===== src/rtl/hier_node_pkg.sv =====
// Shared types for the hierarchy dispatch node: FSM states, run mode, child limit.
package hier_node_pkg;

    typedef enum logic [2:0] {IDLE, LAUNCH, WAIT, NEXT, DONE} node_state_e;
    typedef enum logic {MODE_SEQ, MODE_PAR} node_mode_e;

    localparam int MAX_CHILD = 32;

endpackage


===== src/rtl/hier_node_if.sv =====
// Parent/child handshake bundle of one hierarchy node.
// slave = the node itself, master = whoever drives start/done (parent + children).
interface hier_node_if #(
    parameter int NUM_CHILD = 5,
    parameter int CNT_W     = 8,
    parameter int ID_W      = $clog2(NUM_CHILD) + 1
);
    logic                 start_i;
    logic                 mode_i;
    logic [CNT_W-1:0]     timeout_i;
    logic [NUM_CHILD-1:0] child_start_o;
    logic [NUM_CHILD-1:0] child_done_i;
    logic                 busy_o;
    logic                 done_o;
    logic                 err_o;
    logic [ID_W-1:0]      cur_child_o;

    modport slave (
        input  start_i, mode_i, timeout_i, child_done_i,
        output child_start_o, busy_o, done_o, err_o, cur_child_o
    );

    modport master (
        output start_i, mode_i, timeout_i, child_done_i,
        input  child_start_o, busy_o, done_o, err_o, cur_child_o
    );
endinterface


===== src/rtl/hier_node_watchdog.sv =====
// Wait-cycle counter for one child wait; flags when the count reaches a non-zero limit.
module hier_node_watchdog #(
    parameter int CNT_W = 8
) (
    input  logic             clk,
    input  logic             rst_n,
    input  logic             clr,
    input  logic             en,
    input  logic [CNT_W-1:0] limit,
    output logic             expired
);
    logic [CNT_W-1:0] r_cnt;

    // Count enabled cycles from the last clear, holding at all-ones instead of wrapping.
    always_ff @(posedge clk or negedge rst_n) begin
        if (!rst_n)                  r_cnt <= '0;
        else if (clr)                r_cnt <= '0;
        else if (en && r_cnt != '1)  r_cnt <= r_cnt + CNT_W'(1);
    end

    assign expired = en && (limit != '0) && (r_cnt == limit);
endmodule


===== src/rtl/hier_node_dispatch.sv =====
// Hierarchy node: launches NUM_CHILD children sequentially or in parallel via
// start/done pulses and reports aggregate completion to its parent.
// Optional watchdog: define HIER_NODE_TIMEOUT_EN to enable per-wait timeout and err_o.
module hier_node_dispatch
    import hier_node_pkg::*;
#(
    parameter int NUM_CHILD = 5,
    parameter int CNT_W     = 8,
    parameter int ID_W      = $clog2(NUM_CHILD) + 1
) (
    input  logic        clk,
    input  logic        rst_n,
    hier_node_if.slave  node
);
    localparam logic [NUM_CHILD-1:0] ALL_CHILD = '1;

    node_state_e          r_state, w_next;
    node_mode_e           r_mode;
    logic [ID_W-1:0]      r_idx;
    logic [NUM_CHILD-1:0] r_pend;
    logic [NUM_CHILD-1:0] r_child_start;
    logic                 r_err;
    logic [NUM_CHILD-1:0] w_launch_mask;
    logic [NUM_CHILD-1:0] w_pend_left;
    logic                 w_accept;
    logic                 w_empty;
    logic                 w_expired;

    assign w_accept      = (r_state == IDLE) && node.start_i;
    assign w_pend_left   = r_pend & ~node.child_done_i;
    // The pulse cycle has an empty mask but is not a completion: pending loads only after it.
    assign w_empty       = (w_pend_left == '0) && (r_child_start == '0);
    assign w_launch_mask = (r_mode == MODE_PAR) ? ALL_CHILD : (NUM_CHILD'(1) << r_idx);

`ifdef HIER_NODE_TIMEOUT_EN
    logic [CNT_W-1:0] r_limit;

    // Timeout limit is captured with the request so the parent may change it afterwards.
    always_ff @(posedge clk or negedge rst_n) begin
        if (!rst_n)        r_limit <= '0;
        else if (w_accept) r_limit <= node.timeout_i;
    end

    hier_node_watchdog #(.CNT_W(CNT_W)) u_wdog (
        .clk     (clk),
        .rst_n   (rst_n),
        .clr     (r_state == LAUNCH),
        .en      (r_state == WAIT),
        .limit   (r_limit),
        .expired (w_expired)
    );
`else
    logic w_unused_tmo;
    assign w_unused_tmo = ^node.timeout_i;
    assign w_expired    = 1'b0;
`endif

    // State register.
    always_ff @(posedge clk or negedge rst_n) begin
        if (!rst_n) r_state <= IDLE;
        else        r_state <= w_next;
    end

    // Next state and status outputs; a completion in the same cycle as expiry wins.
    always_comb begin
        w_next           = r_state;
        node.busy_o      = (r_state != IDLE);
        node.done_o      = (r_state == DONE);
        node.cur_child_o = '0;
        if (r_state != IDLE)
            node.cur_child_o = (r_mode == MODE_PAR) ? ID_W'(NUM_CHILD) : r_idx;
        unique case (r_state)
            IDLE:    if (node.start_i) w_next = LAUNCH;
            LAUNCH:  w_next = WAIT;
            WAIT:    if (w_empty)        w_next = NEXT;
                     else if (w_expired) w_next = DONE;
            NEXT:    if (r_mode == MODE_SEQ && r_idx < ID_W'(NUM_CHILD - 1)) w_next = LAUNCH;
                     else                                                    w_next = DONE;
            DONE:    w_next = IDLE;
            default: w_next = IDLE;
        endcase
    end

    // Request capture, child index, start pulses, pending mask and sticky error.
    always_ff @(posedge clk or negedge rst_n) begin
        if (!rst_n) begin
            r_mode        <= MODE_SEQ;
            r_idx         <= '0;
            r_pend        <= '0;
            r_child_start <= '0;
            r_err         <= 1'b0;
        end else begin
            r_child_start <= (r_state == LAUNCH) ? w_launch_mask : '0;
            if (w_accept) begin
                r_mode <= node_mode_e'(node.mode_i);
                r_idx  <= '0;
                r_err  <= 1'b0;
            end
            if (r_state == NEXT && w_next == LAUNCH)
                r_idx <= r_idx + ID_W'(1);
            if (r_state == WAIT) begin
                if (w_expired && !w_empty) begin
                    r_pend <= '0;
                    r_err  <= 1'b1;
                end else begin
                    r_pend <= w_pend_left | r_child_start;
                end
            end
        end
    end

    assign node.child_start_o = r_child_start;
    assign node.err_o         = r_err;
endmodule


===== src/flat_wrapper.sv =====
// flat-port wrapper written by rule: the top's interface ports become plain ports
module hier_node_dispatch_flat import hier_node_pkg::*;
#(
    parameter int NUM_CHILD = 5,
    parameter int CNT_W     = 8,
    parameter int ID_W      = $clog2(NUM_CHILD) + 1
)
  (clk, rst_n, node_start_i, node_mode_i, node_timeout_i, node_child_done_i, node_child_start_o, node_busy_o, node_done_o, node_err_o, node_cur_child_o);
  hier_node_if #(.NUM_CHILD(NUM_CHILD), .CNT_W(CNT_W), .ID_W(ID_W)) node_i ();
  input  logic clk;
  input  logic rst_n;
  input wire logic [$bits(node_i.start_i)-1:0] node_start_i;
  input wire logic [$bits(node_i.mode_i)-1:0] node_mode_i;
  input wire logic [$bits(node_i.timeout_i)-1:0] node_timeout_i;
  input wire logic [$bits(node_i.child_done_i)-1:0] node_child_done_i;
  output wire logic [$bits(node_i.child_start_o)-1:0] node_child_start_o;
  output wire logic [$bits(node_i.busy_o)-1:0] node_busy_o;
  output wire logic [$bits(node_i.done_o)-1:0] node_done_o;
  output wire logic [$bits(node_i.err_o)-1:0] node_err_o;
  output wire logic [$bits(node_i.cur_child_o)-1:0] node_cur_child_o;
  assign node_i.start_i = node_start_i;
  assign node_i.mode_i = node_mode_i;
  assign node_i.timeout_i = node_timeout_i;
  assign node_i.child_done_i = node_child_done_i;
  assign node_child_start_o = node_i.child_start_o;
  assign node_busy_o = node_i.busy_o;
  assign node_done_o = node_i.done_o;
  assign node_err_o = node_i.err_o;
  assign node_cur_child_o = node_i.cur_child_o;
  hier_node_dispatch #(.NUM_CHILD(NUM_CHILD), .CNT_W(CNT_W), .ID_W(ID_W)) u_core (.clk(clk), .rst_n(rst_n), .node(node_i));
endmodule

===== config.mk =====
export PLATFORM = sky130hd
export DESIGN_NAME = hier_node_dispatch_flat
export DESIGN_NICKNAME = d
export VERILOG_FILES = /design/src/rtl/hier_node_pkg.sv /design/src/rtl/hier_node_if.sv /design/src/rtl/hier_node_watchdog.sv /design/src/rtl/hier_node_dispatch.sv /design/src/flat_wrapper.sv
export SDC_FILE = /design/constraint.sdc
export NUM_CORES = 1
export LEC_CHECK = 0
export CORE_MARGIN = 5
export CORE_UTILIZATION = 30
export CTS_BUF_LIST = sky130_fd_sc_hd__clkbuf_16
export CTS_CLUSTER_DIAMETER = 150
export DETAILED_ROUTE_END_ITERATION = 6
export GPL_ROUTABILITY_DRIVEN = 0
export GPL_TIMING_DRIVEN = 0
export PLACE_DENSITY = 0.58
export SETUP_SLACK_MARGIN = 0.15
export SLEW_MARGIN = 20
export SYNTH_ARGS = -nofsm -noshare
export SYNTH_HDL_FRONTEND = slang
export SYNTH_SLANG_ARGS = --single-unit

===== constraint.sdc =====
create_clock -name clk -period 3.1 [get_ports clk]
set_input_delay 0.62 -clock clk [delete_from_list [all_inputs] [get_ports clk]]
set_output_delay 0.62 -clock clk [all_outputs]
set_load 0.01 [all_outputs]

======== After elaboration in Yosys (flattened, before gate mapping) ========
Cells that the tools add are included.
Widths: inputs -> output; s select.
word-level totals
  register bits after elaboration ......... 18
  bits of input ports ..................... 17
  logic and storage cells ................. 36
cells by class
  shift operators ......................... 1
  $add $sub $neg .......................... 1
  order comparisons ....................... 1
  mux-type cells .......................... 10
  reductions and logical operators ........ 9
  bitwise logic cells ..................... 4
  equality and inequality tests ........... 5
operator list
  kind                 count
  $mux 4               4
  $pmux 3 s4           1
  $logic_not 5->1      2
  $mux 5               2
  $mux 3               3
  $eq 3x1->1 const B   2
  $eq 3x2->1 const B   2
  $and 5x5->5          1
  $not 5->5            1
  $or 5x5->5           1
  $shl 1x4->5 const A  1
  $add 4x1->4 const B  1
  $logic_and 1x1->1    4
  $lt 4x3->1 const B   1
  $eq 3x3->1 const B   1
  $logic_not 3->1      1
  $reduce_bool 3->1    1
  $reduce_bool 2->1    1
  $not 1->1            1

======== Depth between registers and ports, before layout ========
Gate-level depths: netlist (run 1).
  depth in word-level cells ............... 9
  depth in mapped cells ................... 4

======== Least setup slack after synthesis (run 1) ========
Ideal clock, no wire load.
  path kind ............................... reg-to-output
  from .................................... register u_core.r_mode
  to ...................................... output port node_cur_child_o[1]
  cell stages (with the launch flop) ...... 3
  slack ................................... 1.616 ns
  path buffers ............................ 1
  arrival ................................. 0.864 ns
  cell sequence ........................... dfrtp_1 -> clkbuf_1 -> nor3_1
between the ends
  cells in the longest elaborated chain, start to end .. 2
ends and longest elaborated chain
  what                    RTL line                  RTL
  from (decl)             hier_node_dispatch.sv:18  node_mode_e r_mode;
  from (signal assigned)  hier_node_dispatch.sv:95  r_mode <= node_mode_e'(node.mode_i);
  $mux 4                  hier_node_dispatch.sv:71  node.cur_child_o = (r_mode == MODE_PAR) ? ID_W'(NUM_CHILD) : r_idx;
  $mux 4                  hier_node_dispatch.sv:70  if (r_state != IDLE)
  to (decl)               flat_wrapper.sv:20        output wire logic [$bits(node_i.cur_child_o)-1:0] node_cur_child_o;
Every way passes these cells.

======== Worst setup path in the final report (run 1) ========
  from .................................... register u_core.r_mode
  to ...................................... output port node_cur_child_o[0]
Same word-level chain as after synthesis.

==> key figures, run 1 <==
Pwr
  • Combinational power share: 42.1%
  • PD cells: 943 nW/um2
  • Leakage: 0.538 nW
  • Switching share of power: 35.1%
  • Cell Int Power: 0.730 mW
  • Seq pwr share: 35.0%
  • Clk pwr share: 22.9%
  • VDD IR max: 0.549 mV
  • Switch Pwr: 0.394 mW

Worst hold path
  • Worst Hold Class: reg2reg

GRT
  • Vias in the first global route: 731
  • Initial antenna violation count: 0
  • Grt ovf: 0
  • Largest net degree at the start of global routing: 19
  • GRT Total Usage: 10.0%
  • First-pass GRT wire length: 3.33 mm

Detailed routing
  • 1st-pass router iterations: 2
  • WL met1: 844 um
  • DRC Markers: 0
  • Top sig layer: met4
  • Vias/cell: 4.77
  • Antenna Nets Post-Route: 0
  • Met3 WL: 152 um
  • Met2 wire length: 823 um
  • Post-Route WL: 1.83 mm
  • Initial DRC count: 21
  • DR WL/cell: 13.0 um
  • Vias post-DR: 673

Worst setup path
  • R2R Setup Slk: 1.66 ns
  • Slowest stage cell, crit path: clkdlybuf4s50_1
  • Crit path depth: 4
  • Crit end category: output pin
  • Startpoint Class: register
  • R2R depth: 3
  • WP buf/inv: 2
  • Top Family by Delay on Critical Path: buffers and inverters
  • Most frequent CP cell: nor2_1
  • Critical Path, Cell by Cell: clkbuf_1 > nor2_1 > nor2_1 > clkdlybuf4s50_1
  • Crit Path Class: reg2out
  • Reg2reg end: u_core.r_idx[0]
  • WP data arrival: 1.68 ns
  • Worst setup path startpoint: u_core.r_mode
  • Worst path max stage delay: 0.54 ns
  • CP required: 2.48 ns
  • CP Max Fanout: 10
  • Reg2reg start: u_core.r_state[1]
  • Worst Setup EP: node_cur_child_o[0]

Finish
  • Layout fillers: 272
  • Layout cells sized above 1: 7.27%
  • Register Area: 450 um2
  • Final Util: 42.9%
  • Ant. Diodes: 0
  • NumNets Final: 133
  • Synth-to-layout area growth: 34.8%
  • Commonest non-fill, non-tap cell in the layout: clkdlybuf4s50_1
  • Footprint of the multi-input gates: 385 um2
  • Most frequent cells in the layout: clkdlybuf4s50_1, dfrtp_1, nor2_1, inv_1

Yosys
  • Mapped Cells: 87
  • #FFs+latches synth: 18
  • Register area share after synthesis: 50.9%
  • Synth cell types: 24
  • Average size of a mapped cell: 10.2 um2
  • Warning count from the yosys run: 0
  • Synthesized net count: 109
  • Syn Std Cell Area: 885 um2

STA
  • Tmin final: 2.30 ns
  • Final Setup Violations: 0
  • Fin crit share: 74.1%
  • Final Hold Vio Count: 0
  • TNS Setup: 0 ns
  • Tightest Pin Transition: 0.812 ns
  • Max-slew violations: 0
  • FMAX: 0.436 GHz
  • Worst Skew: 0.00412 ns
  • Unrepaired setup endpoints after global routing: no
  • Slew HR: 45.7%

Clock network
  • CTS tree: built
  • Inserted Clock Buffers: 3
  • Post-CTS sizing: 0
  • Maximum clock insertion buffer count: 2
  • Clk slew on worst S/H paths: 0.05 ns
  • Clk sinks: 18
  • Root Buffer: clkbuf_16
  • Hold_buf cts: 0
  • Setup Buffers After CTS: 0
  • CTS H-tree depth: 1
  • Worst-skew pair later-pin latency: 0.25 ns

Floorplan
  • Cell Rows: 19
  • Initial Util: 31.8%
  • Core area: 2780 um2
  • Die Area: 4130 um2
  • DIE HEIGHT: 64.3 um
  • Die X: 64.3 um
  • I/O Pins: 29

Placed design
  • Input/output buffers: 19
  • DP HPWL: 1.40 mm

Run
  • Max-cap violations: 0

Run status
  • Status: finished, final reports clean
==> worst min-delay path by stage <==
stage / start / end / slack [ns] / cells after the start
4_1_cts: u_core.r_pend[4] / u_core.r_pend[4] / 0.50 / 1
3_5_place_dp: u_core.r_pend[3] / u_core.r_pend[3] / 0.49 / 1
2_1_floorplan: rst_n / u_core.node.child_start_o[0] / 0.32 / 0
6_report: u_core.r_pend[3] / u_core.r_pend[3] / 0.50 / 1
3_3_place_gp: u_core.r_pend[1] / u_core.r_pend[1] / 0.48 / 1
5_1_grt: u_core.r_pend[4] / u_core.r_pend[4] / 0.53 / 1
==> state kept, by name (all words and copies together), names as in the netlist <==
register and cells:
u_core.r_mode 1, u_core.r_idx 4, u_core.r_state 3, u_core.r_pend 5
u_core.node.child_start_o 5
==> layer usage <==
metal  track usage, %  vias up
li1                 -      342
met4             3.05        0
met3             4.55        2
met2             15.9       17
met5                0        -
met1             12.0      312
==> stage by stage <==
stage                     worst slack [ns]  power (mW)  cells  hold slack [ns]  area (um2)
after global routing                 0.718        1.21    141            0.531        1190
after global placement                1.10       0.864    137            0.484        1110
after CTS                            0.790        1.14    141            0.505        1190
final                                0.804        1.12    141            0.502        1190
after detailed placement              1.07       0.876    137            0.487        1110
after floorplan                       1.62       0.674     87            0.324         885
==> cells by family after synthesis <==
logic type	synth area share, %
AOI/OAI and AO/OA	13.9
buffers and inverters	5.52
adders and majority gates	7.07
muxes	2.55
and+or+nand+nor	19.7
DFF	50.9
other	0.424
==> final cells by class <==
type / count / area share (%)
flip-flops and latches: 18 / 37.8
multi-input cells: 58 / 32.3
repair buffers: 19 / 15.9
clock buffers: 3 / 6.30
well taps: 31 / 3.25
inverters: 8 / 2.52
plain buffers: 3 / 1.57
clock inverters: 1 / 0.315
==> power groups by stage <==
stage	clock, mW	combinational (mW)	sequential, mW
final	0.258	0.473	0.393
after global routing	0.278	0.531	0.406
after CTS	0.267	0.483	0.393
after detailed placement	0	0.480	0.397
after global placement	0	0.472	0.392
after floorplan	0	0.283	0.391
==> synthesized netlist by cell type <==
master / count / area share, %
a21oi_1: 5 / 2.8
a22o_1: 7 / 6.9
a22oi_1: 1 / 0.85
a31oi_1: 1 / 0.71
and2_1: 1 / 0.71
and3b_1: 1 / 0.99
buf_4: 2 / 1.7
clkbuf_1: 1 / 0.42
conb_1: 1 / 0.42
dfrtp_1: 18 / 51
ha_1: 5 / 7.1
inv_1: 8 / 3.4
mux2_1: 1 / 1.3
mux2_2: 1 / 1.3
nand2_1: 7 / 3.0
nand2b_1: 4 / 2.8
nor2_1: 12 / 5.1
nor2b_1: 1 / 0.71
nor3_1: 4 / 2.3
nor3_4: 1 / 1.8
nor3b_1: 1 / 0.85
nor3b_2: 1 / 1.4
o2111ai_1: 2 / 2.0
o21ai_0: 1 / 0.57
Power figures use the tool's default switching activity.
==> run 2, diff against run 1 <==
- clock period: 3.1 -> 2.25 ns (I/O delays scaled with it)
==> run 2 against run 1 <==
Non-clock buffer count increased by 3; utilization increased by 1.1 points; sequential share of layout area shrank 0.83 points; die area did not move; design area rose by 2.5%; critical endpoint is now node_cur_child_o[3]; register-to-register slack worse by 0.88 ns.
==> key figures, run 2 (same netlist as run 1, synthesis figures left out) <==
Run status
  • Status: finished, final reports clean

Clock network
  • Clk sinks: 18 (unchanged)
  • Clk slew on worst S/H paths: 0.05 ns (about the same)
  • CTS H-tree depth: 1 (unchanged)
  • Maximum clock insertion buffer count: 2 (unchanged)
  • Worst-skew pair later-pin latency: 0.25 ns (about the same)
  • Root Buffer: clkbuf_16
  • CTS tree: built
  • Inserted Clock Buffers: 3 (unchanged)
  • Hold_buf cts: 0 (unchanged)

STA
  • Final Hold Vio Count: 0 (unchanged)
  • Final Setup Violations: 0 (unchanged)
  • FMAX: 0.491 GHz
  • TNS Setup: 0 ns (unchanged)
  • Worst Skew: 0.00248 ns (-0.00164 ns)
  • Worst hold slack: 0.504 ns (+0.00140 ns)
  • Max-slew violations: 0 (unchanged)
  • Tightest Pin Transition: 0.802 ns (-0.0104 ns)
  • Fin crit share: 90.5%
  • Unrepaired setup endpoints after global routing: no
  • Slew HR: 46.4% (+0.69 points)
  • Tmin final: 2.04 ns

Finish
  • Synth-to-layout area growth: 38.2%
  • Most frequent cells in the layout: clkdlybuf4s50_1, dfrtp_1, nor2_1, inv_1
  • NumNets Final: 136 (+2.3%)
  • Footprint of the multi-input gates: 385 um2 (unchanged)
  • Layout fillers: 274 (+0.74%)
  • Ant. Diodes: 0 (unchanged)
  • Register Area: 452 um2 (+0.28%)
  • Layout cells sized above 1: 11.5% (+4.2 points)

Pwr
  • Seq pwr share: 33.9% (-1.1 points)
  • Cell Int Power: 1.04 mW (+43%)
  • Clk pwr share: 22.3% (-0.6 points)
  • Leakage: 0.584 nW (+8.7%)
  • Switch Pwr: 0.559 mW (+42%)
  • PD cells: 1310 nW/um2 (+39%)
  • Combinational power share: 43.8% (+1.7 points)
  • VDD IR max: 0.760 mV (+39%)
  • Switching share of power: 34.9% (-0.24 points)

Floorplan
  • DIE HEIGHT: 64.3 um (unchanged)
  • Die X: 64.3 um (unchanged)
  • Core area: 2780 um2 (unchanged)
  • Die Area: 4130 um2 (unchanged)
  • Cell Rows: 19 (unchanged)
  • Initial Util: 31.8% (unchanged)
  • I/O Pins: 29 (unchanged)

Detailed routing
  • DRC Markers: 0 (unchanged)
  • Vias/cell: 4.76 (-0.34%)
  • Initial DRC count: 30 (+43%)
  • Antenna Nets Post-Route: 0 (unchanged)
  • 1st-pass router iterations: 3 (+1)
  • Vias post-DR: 685 (+1.8%)
  • DR WL/cell: 13.1 um (+0.70%)
  • Post-Route WL: 1.88 mm (+2.8%)

Worst setup path
  • Startpoint Class: register
  • Crit end category: output pin
  • Critical Path, Cell by Cell: clkbuf_2 > nor3_1 > clkdlybuf4s50_1
  • Worst path max stage delay: 0.56 ns (+0.02 ns)
  • CP Max Fanout: 10 (unchanged)
  • Slowest stage cell, crit path: clkdlybuf4s50_1
  • Crit Path Class: reg2out
  • CP required: 1.80 ns (-0.68 ns)
  • WP data arrival: 1.59 ns (-0.09 ns)

GRT
  • Grt ovf: 0 (unchanged)
  • Largest net degree at the start of global routing: 19 (unchanged)
  • GRT Total Usage: 10.0% (unchanged)
  • Initial antenna violation count: 0 (unchanged)
  • First-pass GRT wire length: 3.33 mm (unchanged)
  • Vias in the first global route: 731 (unchanged)

Worst hold path
  • Worst Hold Class: reg2reg

Placed design
  • DP HPWL: 1.40 mm (unchanged)
  • Input/output buffers: 19 (unchanged)

Run
  • Max-cap violations: 0 (unchanged)
-- run 2: layout make-up --
class / count / share of cell area, %
buffer: 3 / 1.64
sequential: 18 / 36.9
clock inverter: 1 / 0.307
tap: 31 / 3.17
multi-input combinational: 58 / 31.5
inverter: 8 / 2.46
clock buffer: 3 / 6.14
timing repair buffer: 22 / 17.8
-- run 2: what timing repair did --
item,in CTS,in global routing
gates resized for setup,1,3
buffers inserted,0,3
pin swaps,0,1
setup endpoints to repair,4,5
-- run 2: worst paths after layout --
path                                   startpoint             endpoint  slack [ns]  depth (start not counted)
worst max-delay path                u_core.r_mode  node_cur_child_o[3]        0.21                          3
worst min-delay path             u_core.r_pend[3]     u_core.r_pend[3]        0.50                          1
worst max register to register  u_core.r_state[2]      u_core.r_idx[0]        0.78                          4
worst min register to register   u_core.r_pend[3]     u_core.r_pend[3]        0.50                          1
max in group asynchronous                   rst_n    u_core.r_state[0]        1.03                          1
min in group asynchronous                   rst_n     u_core.r_pend[2]        0.67                          1
-- run 2: critical path: cells and delay by family (launching register included) --
family	cells	cell delay (ns)
buffers and inverters	2	0.75
flip-flops	1	0.38
AND/OR/NAND/NOR	1	0.20
-- run 2: through the flow --
stage          setup slack, ns  total power [mW]  utilization [%]  cell area [um2]  cells
2_1_floorplan            0.936             0.929                -              885     87
4_1_cts                  0.151              1.58             42.9             1190    141
6_report                 0.214              1.60             43.9             1220    144
3_3_place_gp             0.425              1.19             40.0             1110    137
5_1_grt                  0.161              1.73             43.9             1220    144
3_5_place_dp             0.394              1.21             40.0             1110    137
-- run 2: per-layer routing --
metal	GRT usage, %	part of all wire (%)	wire [um]
met2	15.9	47	890
met3	4.55	7.6	143
met4	3.05	0.58	11
met1	12.0	44	837
met5	0	0	0
-- run 2: power groups by stage --
stage / Sequential [mW] / Clock [mW] / Combinational, mW
after floorplan: 0.538 / 0 / 0.391
after global placement: 0.540 / 0 / 0.650
after global routing: 0.561 / 0.383 / 0.783
after CTS: 0.542 / 0.368 / 0.667
final: 0.543 / 0.358 / 0.702
after detailed placement: 0.547 / 0 / 0.661
==> RTL change 1, RTL diff (config.mk and constraints of run 2) <==
Re-encode `node_state_e` (5 states) as one-hot, 5 bits wide.
--- a/src/rtl/hier_node_pkg.sv
+++ b/src/rtl/hier_node_pkg.sv
@@ -1,7 +1,7 @@
 // Shared types for the hierarchy dispatch node: FSM states, run mode, child limit.
 package hier_node_pkg;
 
-    typedef enum logic [2:0] {IDLE, LAUNCH, WAIT, NEXT, DONE} node_state_e;
+    typedef enum logic [4:0] {IDLE = 5'b00001, LAUNCH = 5'b00010, WAIT = 5'b00100, NEXT = 5'b01000, DONE = 5'b10000} node_state_e;
     typedef enum logic {MODE_SEQ, MODE_PAR} node_mode_e;
 
     localparam int MAX_CHILD = 32;
Formal check against the unedited RTL: no difference found for any inputs over 10 cycles, from zero or initial values and one cycle with rst_n low; not proved beyond that.
==> RTL change 1 against run 2 <==
Sequential cell count up 2; synthesized area up 14%; power down 10%; worst setup slack worse by 49 ps; design area up 13%; cell count up 20%; wire length up 10%; combinational power down 18%; largest cell class unchanged.
==> RTL change 1: results (changes against run 2) <==
| Metric | Value |
|---|---|
| Met2 Usage GRT | 0.156 (was 0.159) |
| Overall routing resource usage | 0.0983 (was 0.100) |
| Status | completed (unchanged) |
| Via-per-instance ratio | 4.54 (was 4.76) |
| Syn Nets | 121 (was 109) |
| Pint | 1.00 mW (was 1.04 mW) |
| Fill cells | 347 (was 274) |
| Largest net degree at the start of global routing | 21 (was 19) |
| Register area share after synthesis | 0.496 (was 0.509) |
| PortBufs | 19 (unchanged) |
| Gate Count Post-Synth | 99 (was 87) |
| Top cells by area, synth | dfrtp_1 47%, ha_1 6.2%, a22o_1 3.5%, o21ai_0 3.0%, nand2_1 3.0% (was dfrtp_1 51%, ha_1 7.1%, a22o_1 6.9%, nor2_1 5.1%, inv_1 3.4%) |
| Yosys cell types | 34 (was 24) |
| DPL Wire Length | 1.51 mm (was 1.40 mm) |
| Pre-Repair DR Iteration Count | 2 (was 3) |
| Fraction of layout cells with a size suffix above 1 | 0.165 (was 0.115) |
| First-pass GRT wire length | 3.38 mm (was 3.33 mm) |
| Worst EP arrival | 1630 ps (was 1590 ps) |
| Sequential Power | 0.501 mW (was 0.543 mW) |
| Vias in the first global route | 762 (was 731) |
| HP Class | reg -> reg (unchanged) |
| # diodes | 0 (unchanged) |
| Top cells by count, synth | 19 x dfrtp_1, 8 x nand2_1, 7 x inv_1, 7 x nor2_1, 6 x o21ai_0 (was 18 x dfrtp_1, 12 x nor2_1, 8 x inv_1) |
| Pleak | 0.621 nW (was 0.584 nW) |
| GR Layer Usage met1 | 0.122 (was 0.120) |
| Met3 usage | 0.0296 (was 0.0455) |
| Clock group total power | 0.359 mW (was 0.358 mW) |
| Crit-path slowest cell | dfrtp_1 (was clkdlybuf4s50_1) |
| Nets | 150 (was 136) |
| Vias | 785 (was 685) |
| Max incr delay on CP | 380 ps (was 560 ps) |
| Initial DRC Count | 28 (was 30) |
| IR drop worst, VDD | 356 µV (was 760 µV) |
| Average wire per cell in the routed design | 12.0 µm (was 13.1 µm) |
| Worst rel slew slack | 0.416 (was 0.464) |
| Worst path top cell family by delay | buffers and inverters (unchanged) |
| Placed insts | 164 (was 137) |
| Setup Skew | 4.76 ps (was 2.48 ps) |
==> RTL change 1: changes by cell type in the layout (fill, tap and decap cells not counted), sizes merged, moves of 3 or more <==
cell	before	now
nor2	12	7
clkdlybuf4s50	17	14
nand2b	4	1
nand3b	0	4
o21ai	1	6
buf	5	9
a22o	7	4
==> RTL change 1: final timing paths <==
path                                   start                   to  slack, ps  depth (start not counted)
setup / recovery           u_core.r_state[3]  node_cur_child_o[2]        170                          6
hold / removal              u_core.r_pend[4]     u_core.r_pend[4]        480                          2
setup reg to reg           u_core.r_state[1]     u_core.r_pend[2]        660                          5
hold reg to reg             u_core.r_pend[4]     u_core.r_pend[4]        480                          2
max in group asynchronous              rst_n      u_core.r_idx[1]       1010                          1
min in group asynchronous              rst_n    u_core.r_state[3]        700                          1
==> RTL change 1: cell families (layout without fill, tap and decap cells) <==
kind of cell	after synthesis	count (layout)	share of synthesized area
simple gates	38	38	0.218
flops	20	20	0.496
buf+inv	12	40	0.0631
other cells	1	1	0.00371
fa+ha+maj	5	5	0.0619
mux	1	1	0.0148
xor+xnor	1	1	0.00866
compound gates	21	21	0.134
==> RTL change 1: final cells by class <==
| type | instances | area (µm²) | share of cell area |
|---|---|---|---|
| Sequential cell | 20 | 502 | 0.364 |
| Multi-Input combinational cell | 67 | 457 | 0.331 |
| Timing Repair Buffer | 24 | 216 | 0.157 |
| Clock buffer | 3 | 75.1 | 0.0544 |
| Tap cell | 46 | 57.6 | 0.0417 |
| Buffer | 5 | 41.3 | 0.0299 |
| Inverter | 7 | 26.3 | 0.0191 |
| Clock inverter | 1 | 3.75 | 0.00272 |
==> RTL change 1: tightest hold or removal path: cells and delay by family, from the launching register on <==
family | cells | cell delay [ps]
compound gates | 1 | 60
flops | 1 | 340
simple gates | 1 | 40
==> RTL change 1: layer usage <==
metal / share of wire / wire, µm / vias to the layer above
li1: - / - / 400
met1: 0.44 / 904 / 361
met2: 0.49 / 1010 / 20
met3: 0.071 / 148 / 4
met4: 0.0053 / 11 / 0
met5: 0 / 0 / -
==> RTL change 1: timing repair <==
item                                    CTS  global route
buffers inserted                          2             3
endpoints found under the setup margin    5             4
pin swaps                                 1             2
gates resized for setup                   9             6
==> RTL change 1: per-stage QoR <==
step | hold WS (ps) | power, mW | utilization | area (µm²) | setup WS, ps
floorplan | 154 | 0.810 | - | 1010 | 669
global placement | 467 | 1.00 | 0.380 | 1260 | 135
detailed placement | 474 | 1.01 | 0.380 | 1260 | 130
CTS | 487 | 1.40 | 0.412 | 1360 | 76.4
global route | 516 | 1.54 | 0.416 | 1380 | 91.4
finish | 480 | 1.44 | 0.416 | 1380 | 166
==> RTL change 2, RTL diff (config.mk and constraints of run 2) <==
Without the edit above. Build with the macro `HIER_NODE_TIMEOUT_EN` defined.
--- a/src/rtl/hier_node_dispatch.sv
+++ b/src/rtl/hier_node_dispatch.sv
@@ -1,6 +1,8 @@
 // Hierarchy node: launches NUM_CHILD children sequentially or in parallel via
 // start/done pulses and reports aggregate completion to its parent.
 // Optional watchdog: define HIER_NODE_TIMEOUT_EN to enable per-wait timeout and err_o.
+`define HIER_NODE_TIMEOUT_EN
+
 module hier_node_dispatch
     import hier_node_pkg::*;
 #(
Formal check against the unedited RTL: not equivalent (Yosys sat finds a counterexample within 10 cycles, from zero or initial values and one cycle with rst_n low).
==> RTL change 2 against run 2 <==
Worst setup slack improved by 12 ps; largest power group unchanged; clock skew increased by 4.7 ps; largest cell class unchanged; sequential power increased by 97%; sequential cell count increased by 17; clock power increased by 110%; cell count increased by 99%; synthesized area increased by 100%; design area increased by 94%; wire length increased by 110%; core utilization decreased by 3.5 points; critical path type unchanged; die area increased by 84%; power increased by 88%; fmax increased by 0.60%; hold slack got worse by 430 ps.
==> RTL change 2: results (changes against run 2) <==
| Metric | Value |
|---|---|
| Top cells by count, synth | 35 x dfrtp_1, 14 x nor2_1, 10 x o21ai_0 (was 18 x dfrtp_1, 12 x nor2_1, 8 x inv_1) |
| Post-synthesis mux area share | 0.0567 (was 0.0255) |
| PostCTS Resize Cnt | 4 (was 1) |
| Net Sw Frac | 0.353 (was 0.349) |
| Pre-Repair DR Iteration Count | 4 (was 3) |
| Post-CTS Setup Bufs | 2 (was 0) |
| Final wirelength | 3.87 mm (was 1.88 mm) |
| Yosys cell types | 37 (was 24) |
| Via-per-instance ratio | 4.86 (was 4.76) |
| Met3 usage | 0.0265 (was 0.0455) |
| Syn Nets | 195 (was 109) |
| IR drop worst, VDD | 700 µV (was 760 µV) |
| Met2 Usage GRT | 0.171 (was 0.159) |
| Mapped Avg Cell Area | 10.4 µm² (was 10.2 µm²) |
| Min Hold Slack | 75.6 ps (was 504 ps) |
| Met2 wire length | 1.72 mm (was 890 µm) |
| Worst R2R Setup Slack | 350 ps (was 780 ps) |
| Fmax | 0.494 GHz (was 0.491 GHz) |
| Nets | 233 (was 136) |
| Placed insts | 276 (was 137) |
| Routed metal-1 wirelength | 1.93 mm (was 837 µm) |
| PortBufs | 28 (was 19) |
| R2R depth | 5 (was 4) |
| End point of the critical path | node_cur_child_o[2] (was node_cur_child_o[3]) |
| Skew-Pair Late Insertion Delay | 270 ps (was 250 ps) |
| Pre-CTS worst setup slack | 108 ps (was 394 ps) |
| Dpl cell area | 2180 µm² (was 1110 µm²) |
| Fraction of layout cells with a size suffix above 1 | 0.133 (was 0.115) |
| TritonCTS buffer count | 5 (was 3) |
| HP Class | in -> async (was reg -> reg) |
| CP Launch Point | u_core.r_state[2] (was u_core.r_mode) |
| Met3 WL | 189 µm (was 143 µm) |
| Tightest Pin Transition | 688 ps (was 802 ps) |
| DPL Wire Length | 2.93 mm (was 1.40 mm) |
| Status | completed (unchanged) |
| Logic pwr share | 0.396 (was 0.438) |
| Setup Skew | 7.22 ps (was 2.48 ps) |
| Post-Synth XOR/XNOR Area | 0.0490 (was 0) |
RTL change 2: cell count changes after synthesis, moves of 4 or more:
cell / run 2 / this run
o21ai_0: 1 / 10
dfrtp_1: 18 / 35
a22o_1: 7 / 0
o211ai_1: 0 / 4
a221o_1: 0 / 4
xor2_1: 0 / 4
mux2_2: 1 / 9
nor2b_1: 1 / 5
xnor2_1: 0 / 6
nand3_1: 0 / 9
o311a_1: 0 / 4
RTL change 2: layout make-up:
cell class                      count  area [µm²]
Clock buffer                        5         125
Fill cell                         540        3480
Buffer                              6        27.5
Multi-Input combinational cell    122         857
Sequential cell                    35         876
Clock inverter                      3        38.8
Timing Repair Buffer               31         317
Tap cell                           75        93.8
Inverter                            9        33.8
RTL change 2: critical path, cell delays in order, from the launching register on:
cell and delay [ps]:
dfrtp_1 470, nor3_4 270, nor2_1 80, clkdlybuf4s50_1 480
RTL change 2: cell families after synthesis:
family,Yosys count
xor+xnor,10
flops,35
mux,9
buf+inv,15
compound gates,39
simple gates,58
fa+ha+maj,6
